<file path="config.mk">
export PLATFORM = sky130hd
export DESIGN_NAME = sw_input_ctrl
export DESIGN_NICKNAME = d
export VERILOG_FILES = /design/src/rtl/sw_io_pkg.sv /design/src/rtl/sw_debounce_bit.sv /design/src/rtl/sw_input_ctrl.sv
export SDC_FILE = /design/constraint.sdc
export NUM_CORES = 1
export LEC_CHECK = 0
export ABC_AREA = 1
export CAP_MARGIN = 20
export CORE_MARGIN = 3
export CORE_UTILIZATION = 40
export CTS_BUF_LIST = sky130_fd_sc_hd__clkbuf_4 sky130_fd_sc_hd__clkbuf_8 sky130_fd_sc_hd__clkbuf_16
export DETAILED_ROUTE_END_ITERATION = 12
export GPL_TIMING_DRIVEN = 0
export MAX_ROUTING_LAYER = met4
export PLACE_DENSITY = 0.62
export SLEW_MARGIN = 10
export SYNTH_ARGS = -nofsm -noshare
export SYNTH_HDL_FRONTEND = slang
export SYNTH_SLANG_ARGS = --single-unit
export TNS_END_PERCENT = 20
</file>
<file path="constraint.sdc">
create_clock -name clk_i -period 3.3 [get_ports clk_i]
set_clock_uncertainty 0.2 [all_clocks]
set_input_delay 0.495 -clock clk_i [delete_from_list [all_inputs] [get_ports clk_i]]
set_output_delay 0.495 -clock clk_i [all_outputs]
set_load 0.01 [all_outputs]
</file>
<file path="src/rtl/sw_io_pkg.sv">
// Shared constants for the switch-input IO register window.
package sw_io_pkg;

    localparam int unsigned IO_DW = 32;

    localparam logic [3:0] SW_VALUE_OFS  = 4'h0;
    localparam logic [3:0] SW_CHANGE_OFS = 4'h4;
    localparam logic [3:0] SW_MASK_OFS   = 4'h8;
    localparam logic [3:0] SW_RAW_OFS    = 4'hC;

    // Word index of a byte offset within the window.
    function automatic logic [1:0] sw_reg_idx(input logic [3:0] ofs);
        return ofs[3:2];
    endfunction

endpackage

</file>
<file path="src/rtl/sw_debounce_bit.sv">
// One switch line: 2-flop synchroniser, sample history and debounced level.
// With SW_RAW_READ_EN defined the synchronised level is also exported.
module sw_debounce_bit #(
    parameter int unsigned STABLE_SAMPLES = 4
) (
    input  logic clk_i,
    input  logic rst_n,
    input  logic sw_i,
    input  logic tick_i,
`ifdef SW_RAW_READ_EN
    output logic sync_o,
`endif
    output logic stable_o,
    output logic stable_next_o
);

    logic                      r_sync1;
    logic                      r_sync2;
    logic                      r_stable;
    logic [STABLE_SAMPLES-2:0] r_hist;
    logic [STABLE_SAMPLES-1:0] w_window;
    logic                      w_stable_next;

    // The current synchronised level completes the window of older samples.
    assign w_window = {r_hist, r_sync2};

    always_comb begin
        w_stable_next = r_stable;
        if (tick_i) begin
            if (&w_window) begin
                w_stable_next = 1'b1;
            end else if (~|w_window) begin
                w_stable_next = 1'b0;
            end
        end
    end

    always_ff @(posedge clk_i or negedge rst_n) begin
        if (!rst_n) begin
            r_sync1  <= 1'b0;
            r_sync2  <= 1'b0;
            r_hist   <= '0;
            r_stable <= 1'b0;
        end else begin
            r_sync1  <= sw_i;
            r_sync2  <= r_sync1;
            if (tick_i) begin
                r_hist <= w_window[STABLE_SAMPLES-2:0];
            end
            r_stable <= w_stable_next;
        end
    end

`ifdef SW_RAW_READ_EN
    assign sync_o = r_sync2;
`endif
    assign stable_o      = r_stable;
    assign stable_next_o = w_stable_next;

endmodule

</file>
<file path="src/rtl/sw_input_ctrl.sv">
// Debounced switch input peripheral with VALUE/CHANGE/MASK registers and change irq.
// Define SW_RAW_READ_EN to expose the synchronised raw switch value at offset 0xC.
module sw_input_ctrl
    import sw_io_pkg::*;
#(
    parameter int unsigned SW_WIDTH       = 24,
    parameter int unsigned SAMPLE_DIV     = 100000,
    parameter int unsigned STABLE_SAMPLES = 4
) (
    input  logic                clk_i,
    input  logic                rst_n,
    input  logic [SW_WIDTH-1:0] sw_i,
    input  logic [3:0]          io_addr,
    input  logic                io_re,
    input  logic                io_we,
    input  logic [IO_DW-1:0]    io_wdata,
    output logic [IO_DW-1:0]    io_rdata,
    output logic [SW_WIDTH-1:0] sw_stable_o,
    output logic                irq_o
);

    localparam int unsigned CNT_W = $clog2(SAMPLE_DIV);

    logic [CNT_W-1:0]    r_cnt;
    logic [SW_WIDTH-1:0] r_change;
    logic [SW_WIDTH-1:0] r_mask;
    logic                r_irq;

    logic                w_tick;
    logic [SW_WIDTH-1:0] w_stable;
    logic [SW_WIDTH-1:0] w_stable_next;
    logic [SW_WIDTH-1:0] w_clr;
    logic [SW_WIDTH-1:0] w_change_next;
    logic [SW_WIDTH-1:0] w_mask_next;
    logic                w_wr_change;
    logic                w_wr_mask;
    logic                w_unused;
`ifdef SW_RAW_READ_EN
    logic [SW_WIDTH-1:0] w_sync;
`endif

    assign w_tick = (r_cnt == CNT_W'(SAMPLE_DIV - 1));

    always_ff @(posedge clk_i or negedge rst_n) begin
        if (!rst_n) begin
            r_cnt <= '0;
        end else if (w_tick) begin
            r_cnt <= '0;
        end else begin
            r_cnt <= r_cnt + CNT_W'(1);
        end
    end

    for (genvar g = 0; g < SW_WIDTH; g++) begin : g_bit
        sw_debounce_bit #(
            .STABLE_SAMPLES(STABLE_SAMPLES)
        ) u_bit (
            .clk_i        (clk_i),
            .rst_n        (rst_n),
            .sw_i         (sw_i[g]),
            .tick_i       (w_tick),
`ifdef SW_RAW_READ_EN
            .sync_o       (w_sync[g]),
`endif
            .stable_o     (w_stable[g]),
            .stable_next_o(w_stable_next[g])
        );
    end

    assign w_wr_change = io_we && (sw_reg_idx(io_addr) == sw_reg_idx(SW_CHANGE_OFS));
    assign w_wr_mask   = io_we && (sw_reg_idx(io_addr) == sw_reg_idx(SW_MASK_OFS));
    assign w_clr       = w_wr_change ? io_wdata[SW_WIDTH-1:0] : '0;

    // A hardware set in the same cycle as a W1C of that bit wins.
    assign w_change_next = (r_change & ~w_clr) | (w_stable_next ^ w_stable);
    assign w_mask_next   = w_wr_mask ? io_wdata[SW_WIDTH-1:0] : r_mask;

    always_ff @(posedge clk_i or negedge rst_n) begin
        if (!rst_n) begin
            r_change <= '0;
            r_mask   <= '0;
            r_irq    <= 1'b0;
        end else begin
            r_change <= w_change_next;
            r_mask   <= w_mask_next;
            r_irq    <= |(w_change_next & w_mask_next);
        end
    end

    always_comb begin
        io_rdata = '0;
        if (io_re) begin
            case (sw_reg_idx(io_addr))
                sw_reg_idx(SW_VALUE_OFS):  io_rdata = IO_DW'(w_stable);
                sw_reg_idx(SW_CHANGE_OFS): io_rdata = IO_DW'(r_change);
                sw_reg_idx(SW_MASK_OFS):   io_rdata = IO_DW'(r_mask);
`ifdef SW_RAW_READ_EN
                sw_reg_idx(SW_RAW_OFS):    io_rdata = IO_DW'(w_sync);
`endif
                default:                   io_rdata = '0;
            endcase
        end
    end

    // Byte-lane bits and unimplemented write-data bits have no function.
    assign w_unused = ^{io_addr[1:0], io_wdata};

    assign sw_stable_o = w_stable;
    assign irq_o       = r_irq;

endmodule

</file>
==> key figures <==
GRT
  • Gr ovfl total: 0
  • Largest net degree at the start of global routing: 90
  • Global-route wire length before repair: 41.39 mm
  • Initial antenna violation count: 0
  • Vias in the first global route: 7553
  • Tot GR Track Use: 0.2055

Clocking
  • Clk Tree Root Cell: clkbuf_16
  • Clock Path Buffers: 3
  • Worst-Skew Late Latency: 490 ps
  • Cts bufs inserted: 23
  • CTS tree: done
  • H-tree levels: 1
  • Sink Count: 210
  • Clock transition at path regs: 60 ps

Synth
  • Main combinational cell family by area after synthesis: simple AND/OR/NAND/NOR gates
  • Post-synthesis mux area share: 0
  • Post-Synth Simple-Gate Area: 0.2610
  • Register area share after synthesis: 0.5453
  • #FFs+latches synth: 210
  • Mapped Avg Cell Area: 8.201 um2
  • Post-Syn Instances: 1175
  • Post-synth top area cell: dfrtp_1
  • Yosys cell types: 29
  • Most frequent cell after synthesis: nand2_1
  • Synth warn: 0
  • Top post-synthesis cells by area: dfrtp_1 55%, nand2_1 14%, o21ai_0 6.5%
  • Top_reg_cell synth: dfrtp_1
  • Compound-Gate Fraction of Synth Area: 0.07777
  • Top cell type's share of synthesized area: 0.5453
  • Adder-cell share of the synthesized area: 0.001298
  • Post-synth EDFFs: 0
  • Fraction of synthesized cell area in xor and xnor cells: 0.004544
  • Share of synthesized registers carrying an async set or reset: 1.000
  • Post-synth top cells: 354 x nand2_1, 210 x dfrtp_1, 154 x inv_1, 126 x o21ai_0, 91 x nand3_1
  • Post-Syn Area: 9637 um2

Worst setup path
  • FF-to-FF path depth: 8
  • Slowest CP cell: clkdlybuf4s50_1
  • R2r startpoint: r_cnt[0]
  • Worst path arrival time: 2510 ps
  • Required time worst endpoint: 2600 ps
  • Worst Setup End Kind: output pin
  • Max FO, Critical Path: 10
  • Critical path launch point type: input pin
  • Crit path cell chain: clkdlybuf4s50_1, nor2_2, clkbuf_2, nand2_1, nand3_1, nand2_1, inv_1, clkdlybuf4s50_1
  • Critical Setup Path Class: in2out
  • Critical path origin: io_addr[3]
  • Max incr delay on CP: 520 ps

Timing
  • Final Hold Fails: 0
  • Final worst setup slack: 91.31 ps
  • Max-slew violations: 0
  • Final period util: 0.9723
  • Min Tclk post-route: 3209 ps
  • Setup Viol. Count Final: 0
  • Unrepaired setup endpoints after global routing: true
  • Fin Setup TNS: 0 ps
  • Max Freq: 311.7 MHz
  • Actual slew at the worst max-slew pin: 739.8 ps
  • Slew margin rel.: 0.5068

Layout
  • Final nets: 1377
  • Area delta synth->final: 24.07%
  • N_diodes: 0
  • Share of post-route cells with drive strength above 1: 0.09262

Place
  • IO Port Bufs: 102
  • DP HPWL: 18.48 mm
  • Routability cong.: 0.8529
  • Pre-CTS setup slack: -197.4 ps

Power and ir drop
  • Total power: 5.743 mW
  • Leakage Power: 5.895 nW
  • Sw Pwr: 1.287 mW
  • Pwr Density: 480.3 nW/um2
  • Gate power share: 0.067
  • Seq pwr share: 0.474
  • Switching part of the total: 0.2241
  • Pint: 4.456 mW
  • Clk network pwr share: 0.459
  • Peak VDD IR: 314.2 uV

Die
  • Initial core utilization: 0.4093
  • Core Region: 23540 um2
  • # IOs: 121
  • Row Count: 56
  • Die area: 25990 um2
  • Die height: 161.2 um
  • Die X: 161.2 um

Worst hold path
  • Hold wc startpoint: g_bit[20].u_bit.r_sync1
  • WHS Path Cells: 0
  • Hold Path Class: reg2reg

Detailed routing
  • First-pass DRT Iterations: 4
  • DRC Markers: 0
  • Via density: 4.849
  • Drt total wl: 25.67 mm
  • Initial DRC count: 760
  • DR vias: 7986
  • DRT antenna net count: 0
  • Avg WL per Cell: 15.59 um

Run status
  • Outcome: finished, final reports clean

Run
  • Max-cap violations: 0
## placed cells by master, fill, tap and decap left out, types with 8 or more instances in the layout
cell type and instances:
a21oi_1 17, buf_2 8, buf_4 38, clkbuf_1 14, clkbuf_16 23, clkdlybuf4s50_1 101, conb_1 8, dfrtp_1 210
inv_1 154, nand2_1 354, nand3_1 91, nand3b_1 8, nand4_1 42, nor2_1 67, o21ai_0 126
## cell type report
type / count / area, um2
buffer: 72 / 475.5
clock buffer: 33 / 694.4
clock inverter: 8 / 98.84
fill: 2287 / 11590
inverter: 157 / 589.3
multi-input combinational: 743 / 3353
sequential: 210 / 5255
tap: 319 / 399.1
timing repair buffer: 105 / 1091
## timing repair
item | in CTS | in global routing
hold endpoints to repair | 53 | 0
hold buffers | 1 | 0
setup endpoints to repair | 22 | 10
gates resized for setup | 7 | 0
buffers inserted | 0 | 0
## worst max-delay path: cells and delay by family
family | cells | cell delay, ps
simple gates | 4 | 620
buf+inv | 4 | 1400
## logic make-up (layout without fill, tap and decap cells)
logic type | Yosys count | after routing
fa+ha+maj | 1 | 1
xor+xnor | 5 | 5
other cells | 1 | 8
simple gates | 581 | 581
compound gates | 148 | 148
flops | 210 | 210
buf+inv | 229 | 375
## state kept, by name (all words and copies together) (netlist names)
signal                count
r_mask                   24
r_change                 24
g_bit.u_bit.r_sync2      24
irq_o                     1
g_bit.u_bit.r_hist       72
g_bit.u_bit.r_sync1      24
g_bit.u_bit.stable_o     24
r_cnt                    17
## path summary, 6_finish.rpt
kind / endpoint / slack (ps)
max in group asynchronous: g_bit[19].u_bit.r_sync2 / 1450
max: io_rdata[14] / 90
min: g_bit[20].u_bit.r_sync2 / 150
min reg2reg: g_bit[20].u_bit.r_sync2 / 150
max reg2reg: g_bit[23].u_bit.r_hist[2] / 930
min in group asynchronous: g_bit[1].u_bit.stable_o / 300
## through the flow
step | util | area [um2] | hold slack [ps] | std cells
finish | 0.5079 | 11960 | 145.4 | 1647
global route | 0.5079 | 11960 | 153.7 | 1647
floorplan | - | 9663 | -0.5910 | 1182
detailed placement | 0.4733 | 11140 | 134.7 | 1605
global placement | 0.4708 | 11080 | 132.1 | 1603
CTS | 0.5079 | 11960 | 141.8 | 1647
## power groups by stage
stage | registers [mW] | logic, mW | clock network (mW)
finish | 2.72 | 0.383 | 2.64
global route | 2.74 | 0.435 | 2.82
CTS | 2.72 | 0.388 | 2.70
detailed placement | 2.77 | 0.383 | 0
global placement | 2.77 | 0.370 | 0
floorplan | 2.76 | 0.166 | 0
## per-layer routing
metal | track usage | share of wire | wire (um)
met5 | - | 0 | 0
met3 | 0.03180 | 0.075 | 1913
met2 | 0.2965 | 0.43 | 11000
met4 | 0.03520 | 0.013 | 333
met1 | 0.3124 | 0.48 | 12420
Note: power is estimated with default switching activity, not from simulation.
